--- src/rtl/mmio_timer_pkg.sv ---
// mmio_timer shared definitions: register offsets, CTRL/STATUS bits, lane merge.
// CTRL write mask depends on MMIO_TIMER_PERIODIC_EN.
package mmio_timer_pkg;

   localparam logic [4:0] MTIMER_OFF_MTIME_LO    = 5'h00;
   localparam logic [4:0] MTIMER_OFF_MTIME_HI    = 5'h04;
   localparam logic [4:0] MTIMER_OFF_MTIMECMP_LO = 5'h08;
   localparam logic [4:0] MTIMER_OFF_MTIMECMP_HI = 5'h0C;
   localparam logic [4:0] MTIMER_OFF_CTRL        = 5'h10;
   localparam logic [4:0] MTIMER_OFF_STATUS      = 5'h14;
   localparam logic [4:0] MTIMER_OFF_PRESCALE    = 5'h18;

   localparam int MTIMER_CTRL_EN        = 0;
   localparam int MTIMER_CTRL_IRQ_EN    = 1;
   localparam int MTIMER_CTRL_PERIODIC  = 2;
   localparam int MTIMER_STATUS_PENDING = 0;

`ifdef MMIO_TIMER_PERIODIC_EN
   localparam logic [2:0] MTIMER_CTRL_MASK = 3'b111;
`else
   localparam logic [2:0] MTIMER_CTRL_MASK = 3'b011;
`endif

   function automatic logic [31:0] lane_merge(
      input logic [31:0] old,
      input logic [31:0] wd,
      input logic [3:0]  be
   );
      logic [31:0] r;
      r = old;
      for (int i = 0; i < 4; i++) begin
         if (be[i]) r[8*i +: 8] = wd[8*i +: 8];
      end
      return r;
   endfunction

endpackage

--- src/rtl/mmio_timer_if.sv ---
// mmio_timer_if: CPU data-port slice seen by the timer window.
// master = CPU side, slave = timer side.
interface mmio_timer_if;
   logic        sel;
   logic [4:0]  addr;
   logic [31:0] wdata;
   logic [3:0]  wenable;
   logic [31:0] rdata;

   modport master (
      output sel, addr, wdata, wenable,
      input  rdata
   );

   modport slave (
      input  sel, addr, wdata, wenable,
      output rdata
   );
endinterface

--- src/rtl/mmio_timer_prescaler.sv ---
// mmio_timer_prescaler: divides clk by (reload + 1) while en is high.
// clear restarts the count; tick is high on the wrapping cycle.
module mmio_timer_prescaler #(
   parameter int W = 16
) (
   input  logic         clk,
   input  logic         rst_n,
   input  logic         en,
   input  logic [W-1:0] reload,
   input  logic         clear,
   output logic         tick
);

   logic [W-1:0] pcnt;
   logic         wrap;

   assign wrap = (pcnt == reload);
   assign tick = en && wrap;

   always_ff @(posedge clk or negedge rst_n) begin
      if (!rst_n) begin
         pcnt <= '0;
      end else if (clear) begin
         pcnt <= '0;
      end else if (en) begin
         pcnt <= wrap ? '0 : pcnt + W'(1);
      end
   end

endmodule

--- src/rtl/mmio_timer.sv ---
// mmio_timer: memory-mapped 64-bit machine timer with prescaler and irq_n.
// Optional periodic reload is built when MMIO_TIMER_PERIODIC_EN is defined.
module mmio_timer
   import mmio_timer_pkg::*;
#(
   parameter int          PRESCALE_W = 16,
   parameter logic [63:0] RESET_CMP  = 64'hFFFF_FFFF_FFFF_FFFF
) (
   input  logic        clk,
   input  logic        rst_n,
   mmio_timer_if.slave bus,
   output logic        irq_n
);

   logic [63:0]           mtime;
   logic [63:0]           mtimecmp;
   logic [2:0]            ctrl;
   logic                  pending;
   logic [PRESCALE_W-1:0] prescale;

   logic [7:0]  hit;
   logic        wr;
   logic        wr_mtl, wr_mth, wr_cml, wr_cmh;
   logic        wr_ctl, wr_sts, wr_pre;
   logic        tick, match, wrap_ld, w1c;
   logic [31:0] mtl_nx, mth_nx, cml_nx, cmh_nx, pre_nx;
   logic        unused_bits;

   assign hit = 8'd1 << bus.addr[4:2];
   assign wr  = bus.sel && (bus.wenable != 4'b0000);

   assign wr_mtl = wr && hit[MTIMER_OFF_MTIME_LO[4:2]];
   assign wr_mth = wr && hit[MTIMER_OFF_MTIME_HI[4:2]];
   assign wr_cml = wr && hit[MTIMER_OFF_MTIMECMP_LO[4:2]];
   assign wr_cmh = wr && hit[MTIMER_OFF_MTIMECMP_HI[4:2]];
   assign wr_ctl = wr && hit[MTIMER_OFF_CTRL[4:2]];
   assign wr_sts = wr && hit[MTIMER_OFF_STATUS[4:2]];
   assign wr_pre = wr && hit[MTIMER_OFF_PRESCALE[4:2]];

   assign mtl_nx = lane_merge(mtime[31:0], bus.wdata, bus.wenable);
   assign mth_nx = lane_merge(mtime[63:32], bus.wdata, bus.wenable);
   assign cml_nx = lane_merge(mtimecmp[31:0], bus.wdata, bus.wenable);
   assign cmh_nx = lane_merge(mtimecmp[63:32], bus.wdata, bus.wenable);
   assign pre_nx = lane_merge(32'(prescale), bus.wdata, bus.wenable);

   assign unused_bits = ^{bus.addr[1:0], pre_nx, hit[7]};

   assign match = (mtime >= mtimecmp);
   assign w1c   = wr_sts
               && bus.wenable[MTIMER_STATUS_PENDING]
               && bus.wdata[MTIMER_STATUS_PENDING];

   mmio_timer_prescaler #(
      .W (PRESCALE_W)
   ) u_presc (
      .clk    (clk),
      .rst_n  (rst_n),
      .en     (ctrl[MTIMER_CTRL_EN]),
      .reload (prescale),
      .clear  (wr_pre),
      .tick   (tick)
   );

`ifdef MMIO_TIMER_PERIODIC_EN
   // 65-bit so an all-ones mtime does not alias to 0
   logic [64:0] mtime_inc;
   assign mtime_inc = {1'b0, mtime} + 65'd1;
   assign wrap_ld   = tick
                   && ctrl[MTIMER_CTRL_PERIODIC]
                   && (mtime_inc >= {1'b0, mtimecmp})
                   && !(wr_mtl || wr_mth);
`else
   assign wrap_ld = 1'b0;
`endif

   always_ff @(posedge clk or negedge rst_n) begin
      if (!rst_n) begin
         mtime <= '0;
      end else if (wr_mtl) begin
         mtime[31:0] <= mtl_nx;
      end else if (wr_mth) begin
         mtime[63:32] <= mth_nx;
      end else if (wrap_ld) begin
         mtime <= '0;
      end else if (tick) begin
         mtime <= mtime + 64'd1;
      end
   end

   always_ff @(posedge clk or negedge rst_n) begin
      if (!rst_n) begin
         mtimecmp <= RESET_CMP;
      end else if (wr_cml) begin
         mtimecmp[31:0] <= cml_nx;
      end else if (wr_cmh) begin
         mtimecmp[63:32] <= cmh_nx;
      end
   end

   always_ff @(posedge clk or negedge rst_n) begin
      if (!rst_n) begin
         ctrl     <= '0;
         prescale <= '0;
      end else begin
         if (wr_ctl && bus.wenable[0])
            ctrl <= bus.wdata[2:0] & MTIMER_CTRL_MASK;
         if (wr_pre)
            prescale <= pre_nx[PRESCALE_W-1:0];
      end
   end

   // clear beats a same-cycle set; level match re-arms next cycle
   always_ff @(posedge clk or negedge rst_n) begin
      if (!rst_n) begin
         pending <= 1'b0;
      end else if (w1c) begin
         pending <= 1'b0;
      end else if (match || wrap_ld) begin
         pending <= 1'b1;
      end
   end

   always_ff @(posedge clk or negedge rst_n) begin
      if (!rst_n) begin
         irq_n <= 1'b1;
      end else begin
         irq_n <= ~(pending && ctrl[MTIMER_CTRL_IRQ_EN]);
      end
   end

   always_comb begin
      bus.rdata = '0;
      if (bus.sel) begin
         unique case (1'b1)
            hit[MTIMER_OFF_MTIME_LO[4:2]]:
               bus.rdata = mtime[31:0];
            hit[MTIMER_OFF_MTIME_HI[4:2]]:
               bus.rdata = mtime[63:32];
            hit[MTIMER_OFF_MTIMECMP_LO[4:2]]:
               bus.rdata = mtimecmp[31:0];
            hit[MTIMER_OFF_MTIMECMP_HI[4:2]]:
               bus.rdata = mtimecmp[63:32];
            hit[MTIMER_OFF_CTRL[4:2]]:
               bus.rdata = {29'd0, ctrl};
            hit[MTIMER_OFF_STATUS[4:2]]:
               bus.rdata = {31'd0, pending};
            hit[MTIMER_OFF_PRESCALE[4:2]]:
               bus.rdata = 32'(prescale);
            default:
               bus.rdata = '0;
         endcase
      end
   end

endmodule

--- src/flat_wrapper.sv ---
// flat-port wrapper written by rule: the top's interface ports become plain ports
module mmio_timer_flat import mmio_timer_pkg::*;
#(
   parameter int          PRESCALE_W = 16,
   parameter logic [63:0] RESET_CMP  = 64'hFFFF_FFFF_FFFF_FFFF
)
  (clk, rst_n, irq_n, bus_sel, bus_addr, bus_wdata, bus_wenable, bus_rdata);
  mmio_timer_if bus_i ();
  input  logic clk;
  input  logic rst_n;
  output logic irq_n;
  input wire logic [$bits(bus_i.sel)-1:0] bus_sel;
  input wire logic [$bits(bus_i.addr)-1:0] bus_addr;
  input wire logic [$bits(bus_i.wdata)-1:0] bus_wdata;
  input wire logic [$bits(bus_i.wenable)-1:0] bus_wenable;
  output wire logic [$bits(bus_i.rdata)-1:0] bus_rdata;
  assign bus_i.sel = bus_sel;
  assign bus_i.addr = bus_addr;
  assign bus_i.wdata = bus_wdata;
  assign bus_i.wenable = bus_wenable;
  assign bus_rdata = bus_i.rdata;
  mmio_timer #(.PRESCALE_W(PRESCALE_W), .RESET_CMP(RESET_CMP)) u_core (.clk(clk), .rst_n(rst_n), .bus(bus_i), .irq_n(irq_n));
endmodule
--- config.mk ---
export PLATFORM = sky130hd
export DESIGN_NAME = mmio_timer_flat
export DESIGN_NICKNAME = d
export VERILOG_FILES = /design/src/rtl/mmio_timer_pkg.sv /design/src/rtl/mmio_timer_if.sv /design/src/rtl/mmio_timer_prescaler.sv /design/src/rtl/mmio_timer.sv /design/src/flat_wrapper.sv
export SDC_FILE = /design/constraint.sdc
export NUM_CORES = 1
export LEC_CHECK = 0
export ABC_CLOCK_PERIOD_IN_PS = 2700
export CAP_MARGIN = 20
export CELL_PAD_IN_SITES_DETAIL_PLACEMENT = 0
export CELL_PAD_IN_SITES_GLOBAL_PLACEMENT = 1
export CORE_MARGIN = 1
export CORE_UTILIZATION = 45
export CTS_BUF_LIST = sky130_fd_sc_hd__clkbuf_16
export DETAILED_ROUTE_END_ITERATION = 10
export GPL_ROUTABILITY_DRIVEN = 0
export PLACE_DENSITY_LB_ADDON = 0.1
export SETUP_SLACK_MARGIN = 0.05
export SLEW_MARGIN = 5
export SYNTH_ARGS = -nofsm -noshare
export SYNTH_HDL_FRONTEND = slang
export SYNTH_SLANG_ARGS = --single-unit
--- constraint.sdc ---
create_clock -name clk -period 2.7 [get_ports clk]
set_input_delay 0.405 -clock clk [delete_from_list [all_inputs] [get_ports clk]]
set_output_delay 0.405 -clock clk [all_outputs]
set_load 0.01 [all_outputs]
* Word level (Yosys, flattened, before mapping)
Index checks and enable logic that the tools add are counted.
Word-level totals: bits in registers 164, bits of input ports 44, output and inout bits 33, word-level logic and storage cells 90
Operators by class: add/subtract/negate cells 2, order comparisons 1, eq/ne operators 10, shift operators 1, mux-type cells 15, bitwise logic cells 3, reduce and logical (&&, ||, !) cells 36
Operators with widths (number):
- 32-bit one-hot mux with 7 select lines | 1
- 32-bit two-way mux | 4
- 64-bit by 1-bit adder with 64-bit output (second input constant) | 1
- 64-bit greater-or-equal comparator | 1
- 64-bit two-way mux | 1
- 16-bit two-way mux | 3
- 3-bit AND reduction | 12
- 8-bit two-way mux | 4
- 16-bit by 1-bit adder with 16-bit output (second input constant) | 1
- 16-bit equality test | 1
- 2-bit != test (second input constant) | 8
- 1-bit logical AND | 13
- 2-bit AND reduction | 6
- 2-bit nonzero test | 4
- 1-bit by 3-bit << shifter with 7-bit output (first input constant) | 1
- 4-bit nonzero test | 1
- 1-bit NOT | 3
- 1-bit two-way mux | 2
- 2-bit by 1-bit != test with 1-bit output (second input constant) | 1

* Logic depth before layout (Yosys ltp)
Gate-level depths: netlist of run 1.
depth after elaboration 6, mapped depth 10, depth with buffers taken out 8

* Hierarchy
From an unflattened synthesis of run 1, not the netlist that was laid out.
Unflattened totals: cells, all modules 1296, area total of the unflattened synthesis 11238.3 µm²
By module, submodules not included:
- mmio_timer | times used 1, cells an instance 1192, area an instance 10188.5 µm², seq. area each 3784.9 µm²
- mmio_timer_prescaler | times used 1, cells an instance 104, area an instance 1049.8 µm², seq. area each 400.4 µm²

* Least setup slack after synthesis of run 1
No wires, ideal clock.
path kind input port to output port, start input port bus_addr[2], end output port bus_rdata[22], data arrival time 1.944 ns, data required time 2.295 ns, slack 0.351 ns, stages on the path 8, buffers on the path 4, cells stage by stage buf_2 > nor2b_1 > clkbuf_1 > and2_1 > clkbuf_1 > buf_1 > a22oi_1 > a21oi_1
Between the ends: longest elaborated chain between the ends 3
RTL lines:
- start: declaration | line flat_wrapper.sv:13 | input wire logic [$bits(bus_i.addr)-1:0] bus_addr;
- 1-bit by 3-bit << shifter with 7-bit output | line mmio_timer.sv:29 | assign hit = 8'd1 << bus.addr[4:2];
- 32-bit one-hot mux with 7 select lines | line mmio_timer.sv:134 | unique case (1'b1)
- 32-bit two-way mux | line mmio_timer.sv:133 | if (bus.sel) begin
- end: declaration | line flat_wrapper.sv:16 | output wire logic [$bits(bus_i.rdata)-1:0] bus_rdata;
No other way between the ends.

* Worst setup path in the final report of run 1
start input port bus_addr[2], end output port bus_rdata[5]
Same word-level chain as after synthesis.

==> flow_metrics.py, run 1 <==
metrics = {
    "routing": {
        "firstDrtPassIters": 5,
        "drt_iter0_drc": 784,
        "vias": 11000,
        "drc": 0,
        "wirelength_um": 38000,
        "ant_nets": 0,
        "vias_per_cell": 5.94,
        "detail_route.wl_per_cell_um": 20.6,
    },
    "die": {
        "io_pins": 77,
        "die_x_um": 160,
        "fp-row-count": 57,
        "start_util_pct": 45.9,
        "die_h_um": 160,
        "core-area_um2": 24400,
        "die-area_um2": 25500,
    },
    "pwr": {
        "p_per_area_nw_per_um2": 605,
        "irDropWorstVdd_mv": 0.365,
        "p_leak_nw": 5.86,
    },
    "clocking": {
        "htree_levels": 4,
        "clkTransAtPathRegs_ps": 70,
        "clkLatencyLatePin_ps": 450,
        "clockRootBuffer": "clkbuf_16",
        "clkSinkCount": 164,
        "numCtsBuffers": 17,
        "cts_buffer_depth": 2,
        "cts_tree": "built",
    },
    "cells_and_area": {
        "final_area_um2": 13900,
        "final_nets": 1619,
        "layout-drive-gt1-share_pct": 18.5,
        "syn2layout_area_growth_pct": 24.0,
        "antenna_cells": 0,
        "final_cells": 1846,
    },
    "yosys": {
        "avgSynthCellArea_um2": 8.26,
        "postSynth.asyncResetShare_pct": 100,
        "yosys_most_used_dff": "dfrtp_1",
        "synth_area_leader_cell": "dfrtp_1",
        "synth.top_cell.area_share_pct": 22.1,
        "synth-edff-count": 0,
        "synthesis.area_um2": 11200,
        "synth.distinct_cells": 54,
        "yosys-top-cells-count": "155 x nand2_1, 131 x a21oi_1, 131 x nor2_1",
        "ys_seq_area_share_pct": 37.4,
        "synth_fp_nets": 1466,
        "synth_most_common_cell": "nand2_1",
        "synth-seq-cells": 164,
        "yosysWarnings": 0,
        "synth_area_leaders": "dfrtp_1 22%, dfstp_2 15%, ha_1 7.4%",
        "syn-instance-count": 1356,
    },
    "sta": {
        "finalClockSkew_ps": 16.5,
        "drv_slew": 0,
        "timing.final.crit_period_ps": 2600,
        "max_freq_mhz": 385,
        "rsz0062_at_grt": "true",
        "finalHoldViolCount": 0,
        "fin_crit_sh_pct": 96.3,
        "tightest_slew_ps": 785,
        "slew_headroom_pct": 46.3,
        "final-setup-viol-count": 0,
    },
    "grt": {
        "grt_pass1_wl_um": 60900,
        "grt_usage_pct": 30.5,
        "grt_max_degree": 63,
        "grt_overflow_total": 0,
        "antenna_found_initial": 0,
        "grt_pass1_vias": 10900,
    },
    "flow_run": {
        "cap_violations": 0,
    },
    "worst_setup_path": {
        "critical_path_class": "in -> out",
        "r2r_slack_ps": 140,
        "worstPathMaxFanout": 12,
        "reg2regPathDepth": 9,
        "setup.worst_path.start_class": "primary input",
        "critPathRequiredTime_ps": 2300,
        "r2r_start": "u_core.mtime[0]",
        "worst_setup_path_end_kind": "output port",
        "reg2reg_to": "u_core.pending",
        "crit_arrival_ps": 2200,
    },
    "hold_path": {
        "min_path_type": "in -> async",
    },
    "placed_design": {
        "dpl.cell_count": 1809,
        "io_buffer_count": 74,
        "dpl.hpwl_um": 28300,
        "dpl_cell_area_um2": 13200,
    },
    "run_status": {
        "status": "complete, no violations",
    },
}
[flip-flops by register name, summed over array words and instances (netlist names)]
signal / count
u_core.irq_n: 1
u_core.u_presc.pcnt: 16
u_core.mtimecmp: 64
u_core.pending: 1
u_core.ctrl: 2
u_core.mtime: 64
u_core.prescale: 16
[report_power, final]
| group | leakage [nW] | switching (W) | internal, W |
|---|---|---|---|
| Sequential | 1.98 | 0.000496 | 0.00311 |
| Combinational | 3.60 | 0.00128 | 0.00104 |
| Clock | 0.275 | 0.00119 | 0.00129 |
| Total | 5.86 | 0.00296 | 0.00544 |
[area by class of cell]
cell class	instances	area [µm²]
clock inverters	15	144
well taps	324	405
clock buffers	17	425
multi-input cells	1037	6490
fillers	2309	10500
repair buffers	214	1960
flip-flops and latches	164	4190
inverters	75	282
[worst max-delay path by stage]
stage / slack [ps] / end / startpoint / cells past startpoint
2_1_floorplan: 350 / bus_rdata[22] / bus_addr[2] / 8
3_3_place_gp: -200 / bus_rdata[31] / bus_addr[2] / 8
3_5_place_dp: -210 / bus_rdata[26] / bus_addr[2] / 8
4_1_cts: -60 / bus_rdata[0] / bus_addr[3] / 7
5_1_grt: 50 / bus_rdata[6] / bus_addr[2] / 9
6_report: 100 / bus_rdata[5] / bus_addr[2] / 9
[through the flow]
| stage | hold slack, ps | power [W] | utilization (%) | TNS (ps) | worst slack, ps |
|---|---|---|---|---|---|
| 6_report | 481 | 0.00840 | 56.9 | 0 | 99.8 |
| 5_1_grt | 509 | 0.00887 | 56.9 | 0 | 47.2 |
| 4_1_cts | 484 | 0.00842 | 56.7 | -56.3 | -56.3 |
| 3_5_place_dp | 394 | 0.00593 | 54.2 | -7100 | -208 |
| 3_3_place_gp | 399 | 0.00586 | 54.2 | -5840 | -198 |
| 2_1_floorplan | 109 | 0.00487 | - | 0 | 351 |
[placed cells by master (no fill, tap or decap), drive strengths merged, types with 37 or more instances in the layout]
cell type,Yosys,routed
o21ai,115,115
a22oi,39,39
dfrtp,99,99
buf,19,140
a21oi,131,131
clkdlybuf4s50,0,41
o22a,37,37
ha,66,66
inv,75,82
nor2,131,131
nand3,46,46
dfstp,65,65
nand2,155,155
[kinds of logic (layout without fill, tap and decap cells)]
kind of cell	count (synthesis)	in the layout	share of synthesized area, %
buffers and inverters	155	321	5.33
multiplexers	37	37	3.51
adder cells (fa/ha/maj)	66	66	7.37
AO/OA/AOI/OAI	442	442	25.0
AND/OR/NAND/NOR	473	473	19.9
flip-flops	164	164	37.4
XOR/XNOR	19	19	1.49
[critical path, stage by stage]
cell             delay, ps
clkdlybuf4s50_1        420
buf_6                  150
nor2b_2                160
buf_4                  160
buf_12                 140
a22o_1                 240
a21oi_2                160
nor2_1                  60
dlygate4sd2_1          280
[layer usage]
layer	global-route usage (%)	wire (µm)	vias to the layer above
met2	52.3	18700	284
li1	-	-	5246
met1	39.1	16700	5380
met3	4.10	1360	60
met5	0	0	-
met4	11.5	1210	0
[what timing repair did]
action	CTS	global route
buffers inserted	1	2
hold endpoints to repair	25	0
gates resized for setup	46	12
hold buffers	1	0
cloned	1	0
endpoints found under the setup margin	32	14
(Power assumes the default switching activity.)
==> inputs of run 2 (changes only) <==
Settings changed: DONT_BUFFER_PORTS from default to 1, MAX_ROUTING_LAYER from default to met4.
==> flow_metrics.py, run 2 (synthesis gave the netlist of run 1 again) <==
metrics = {
    "worst_setup_path": {
        "reg2reg_to": "u_core.pending",
        "setup.worst_path.start_class": "register",
        "r2r_slack_ps": 200,
        "critPathRequiredTime_ps": 3060,
        "crit_end": "u_core.pending",
        "r2r_start": "u_core.mtimecmp[15]",
        "worstPathMaxFanout": 2,
        "reg2regPathDepth": 8,
        "crit_start": "u_core.mtimecmp[15]",
        "worst_setup_path_end_kind": "register",
        "critical_path_class": "reg -> reg",
        "crit_arrival_ps": 2860,
    },
    "routing": {
        "drc": 0,
        "ant_nets": 0,
        "wirelength_um": 37900,
        "detail_route.wl_per_cell_um": 22.0,
        "vias": 10500,
        "vias_per_cell": 6.08,
        "firstDrtPassIters": 5,
        "drt_iter0_drc": 884,
    },
    "cells_and_area": {
        "syn2layout_area_growth_pct": 12.8,
        "fillers": 2401,
        "layout_common_cells": "153 x nand2_1, 131 x a21oi_1, 131 x nor2_1",
        "reg_top3": "u_core.mtime: 64 flops, u_core.mtimecmp: 64 flops",
        "antenna_cells": 0,
        "multi_input_area_um2": 6440,
        "final_common_cell": "nand2_1",
        "final_nets": 1501,
        "fin_util_pct": 51.8,
        "layout-drive-gt1-share_pct": 16.0,
        "seq_area_um2": 4190,
        "final_cells": 1728,
    },
    "die": {
        "die_x_um": 160,
        "start_util_pct": 45.9,
        "die_h_um": 160,
        "io_pins": 77,
        "fp-row-count": 57,
        "die-area_um2": 25500,
        "core-area_um2": 24400,
    },
    "clocking": {
        "clockRootBuffer": "clkbuf_16",
        "clkTransAtPathRegs_ps": 70,
        "numCtsBuffers": 17,
        "cts_tree": "built",
        "clkSinkCount": 164,
        "htree_levels": 4,
        "clkLatencyLatePin_ps": 440,
        "cts_buffer_depth": 2,
    },
    "sta": {
        "max_freq_mhz": 400,
        "tightest_slew_ps": 1190,
        "final-setup-viol-count": 0,
        "timing.final.crit_period_ps": 2500,
        "slew_headroom_pct": 20.9,
        "drv_slew": 0,
        "finalHoldViolCount": 164,
        "finalSetupTns_ps": 0,
        "timing.hold.ws_ps": -328,
        "rsz0062_at_grt": "true",
        "finalClockSkew_ps": 12.3,
        "fin_crit_sh_pct": 92.5,
    },
    "placed_design": {
        "dpl.cell_count": 1695,
        "dpl.hpwl_um": 27400,
        "io_buffer_count": 0,
    },
    "grt": {
        "grt_usage_pct": 31.1,
        "use_met2_pct": 52.4,
        "grt_pass1_wl_um": 59400,
        "grtUsageMet1_pct": 38.3,
        "grt_util_met3_pct": 4.39,
        "grt_pass1_vias": 10400,
        "grt_max_degree": 165,
        "top_usage_layer": "met2",
        "antenna_found_initial": 0,
        "grt_overflow_total": 0,
    },
    "run_status": {
        "violations": "negative hold slack",
        "status": "finished, violations left",
    },
    "pwr": {
        "irDropWorstVdd_mv": 0.358,
        "total_power_w": 0.00807,
        "p_leak_nw": 5.16,
        "p_per_area_nw_per_um2": 639,
    },
    "hold_path": {
        "min_path_type": "in -> async",
    },
    "flow_run": {
        "cap_violations": 0,
    },
}
==> run 2: cell types whose count changed in the layout (fill, tap and decap cells not counted), sizes merged, moves of 2 or more <==
cell           change
clkinvlp           +2
clkdlybuf4s50     -41
dlygate4sd2       -30
buf               -44
inv                -3
==> run 2: metal layers <==
metal	part of all wire, %	vias to the layer above
li1	-	5029
met1	44	5118
met2	49	300
met3	4.2	63
met4	2.9	0
met5	0	-
==> run 2: where the power goes <==
group / internal, W / total (W) / switching, W
registers: 0.00311 / 0.00358 / 0.000473
logic: 0.000911 / 0.00207 / 0.00116
clock network: 0.00128 / 0.00242 / 0.00114
total: 0.00530 / 0.00807 / 0.00278
==> run 2: critical path: stages (launching register included) <==
cell,delay [ps]
dfstp_2,540
inv_1,50
ha_1,300
nand4_1,170
or4_1,550
o32a_1,290
a21oi_1,260
o21ai_0,120
a21oi_1,150
==> run 2: layout make-up <==
cell class | instances | share of cell area [%]
multi-input combinational | 1037 | 51.0
sequential | 164 | 33.1
timing repair buffer | 96 | 6.00
clock buffer | 17 | 3.37
tap | 324 | 3.21
inverter | 75 | 2.23
clock inverter | 15 | 1.03
==> run 2: worst min path at each step <==
stage,start,slack (ps),endpoint
detailed placement,rst_n,120,u_core.prescale[12]
global placement,rst_n,120,u_core.prescale[12]
global route,rst_n,-350,u_core.prescale[12]
finish,rst_n,-330,u_core.prescale[12]
CTS,rst_n,-350,u_core.mtime[50]
floorplan,rst_n,110,u_core.ctrl[0]
==> run 2: stage by stage <==
step                cell area [µm²]  setup WS, ps
global route                  12600          43.2
global placement              12100          48.9
detailed placement            12100          14.3
finish                        12600           201
CTS                           12600          74.5
floorplan                     11200           351
==> run 2: repair_timing <==
| action | 4_1_cts | 5_1_grt |
|---|---|---|
| endpoints found under the hold margin | 164 | 164 |
| resized for setup | 0 | 6 |
| endpoints found under the setup margin | 0 | 13 |
| buffers inserted | 0 | 0 |
==> inputs of run 3 (changes only) <==
Settings changed: GPL_ROUTABILITY_DRIVEN 0 to 1.
==> results of run 3 <==
No change in the layout: final DEF, timing and power equal those of run 2.
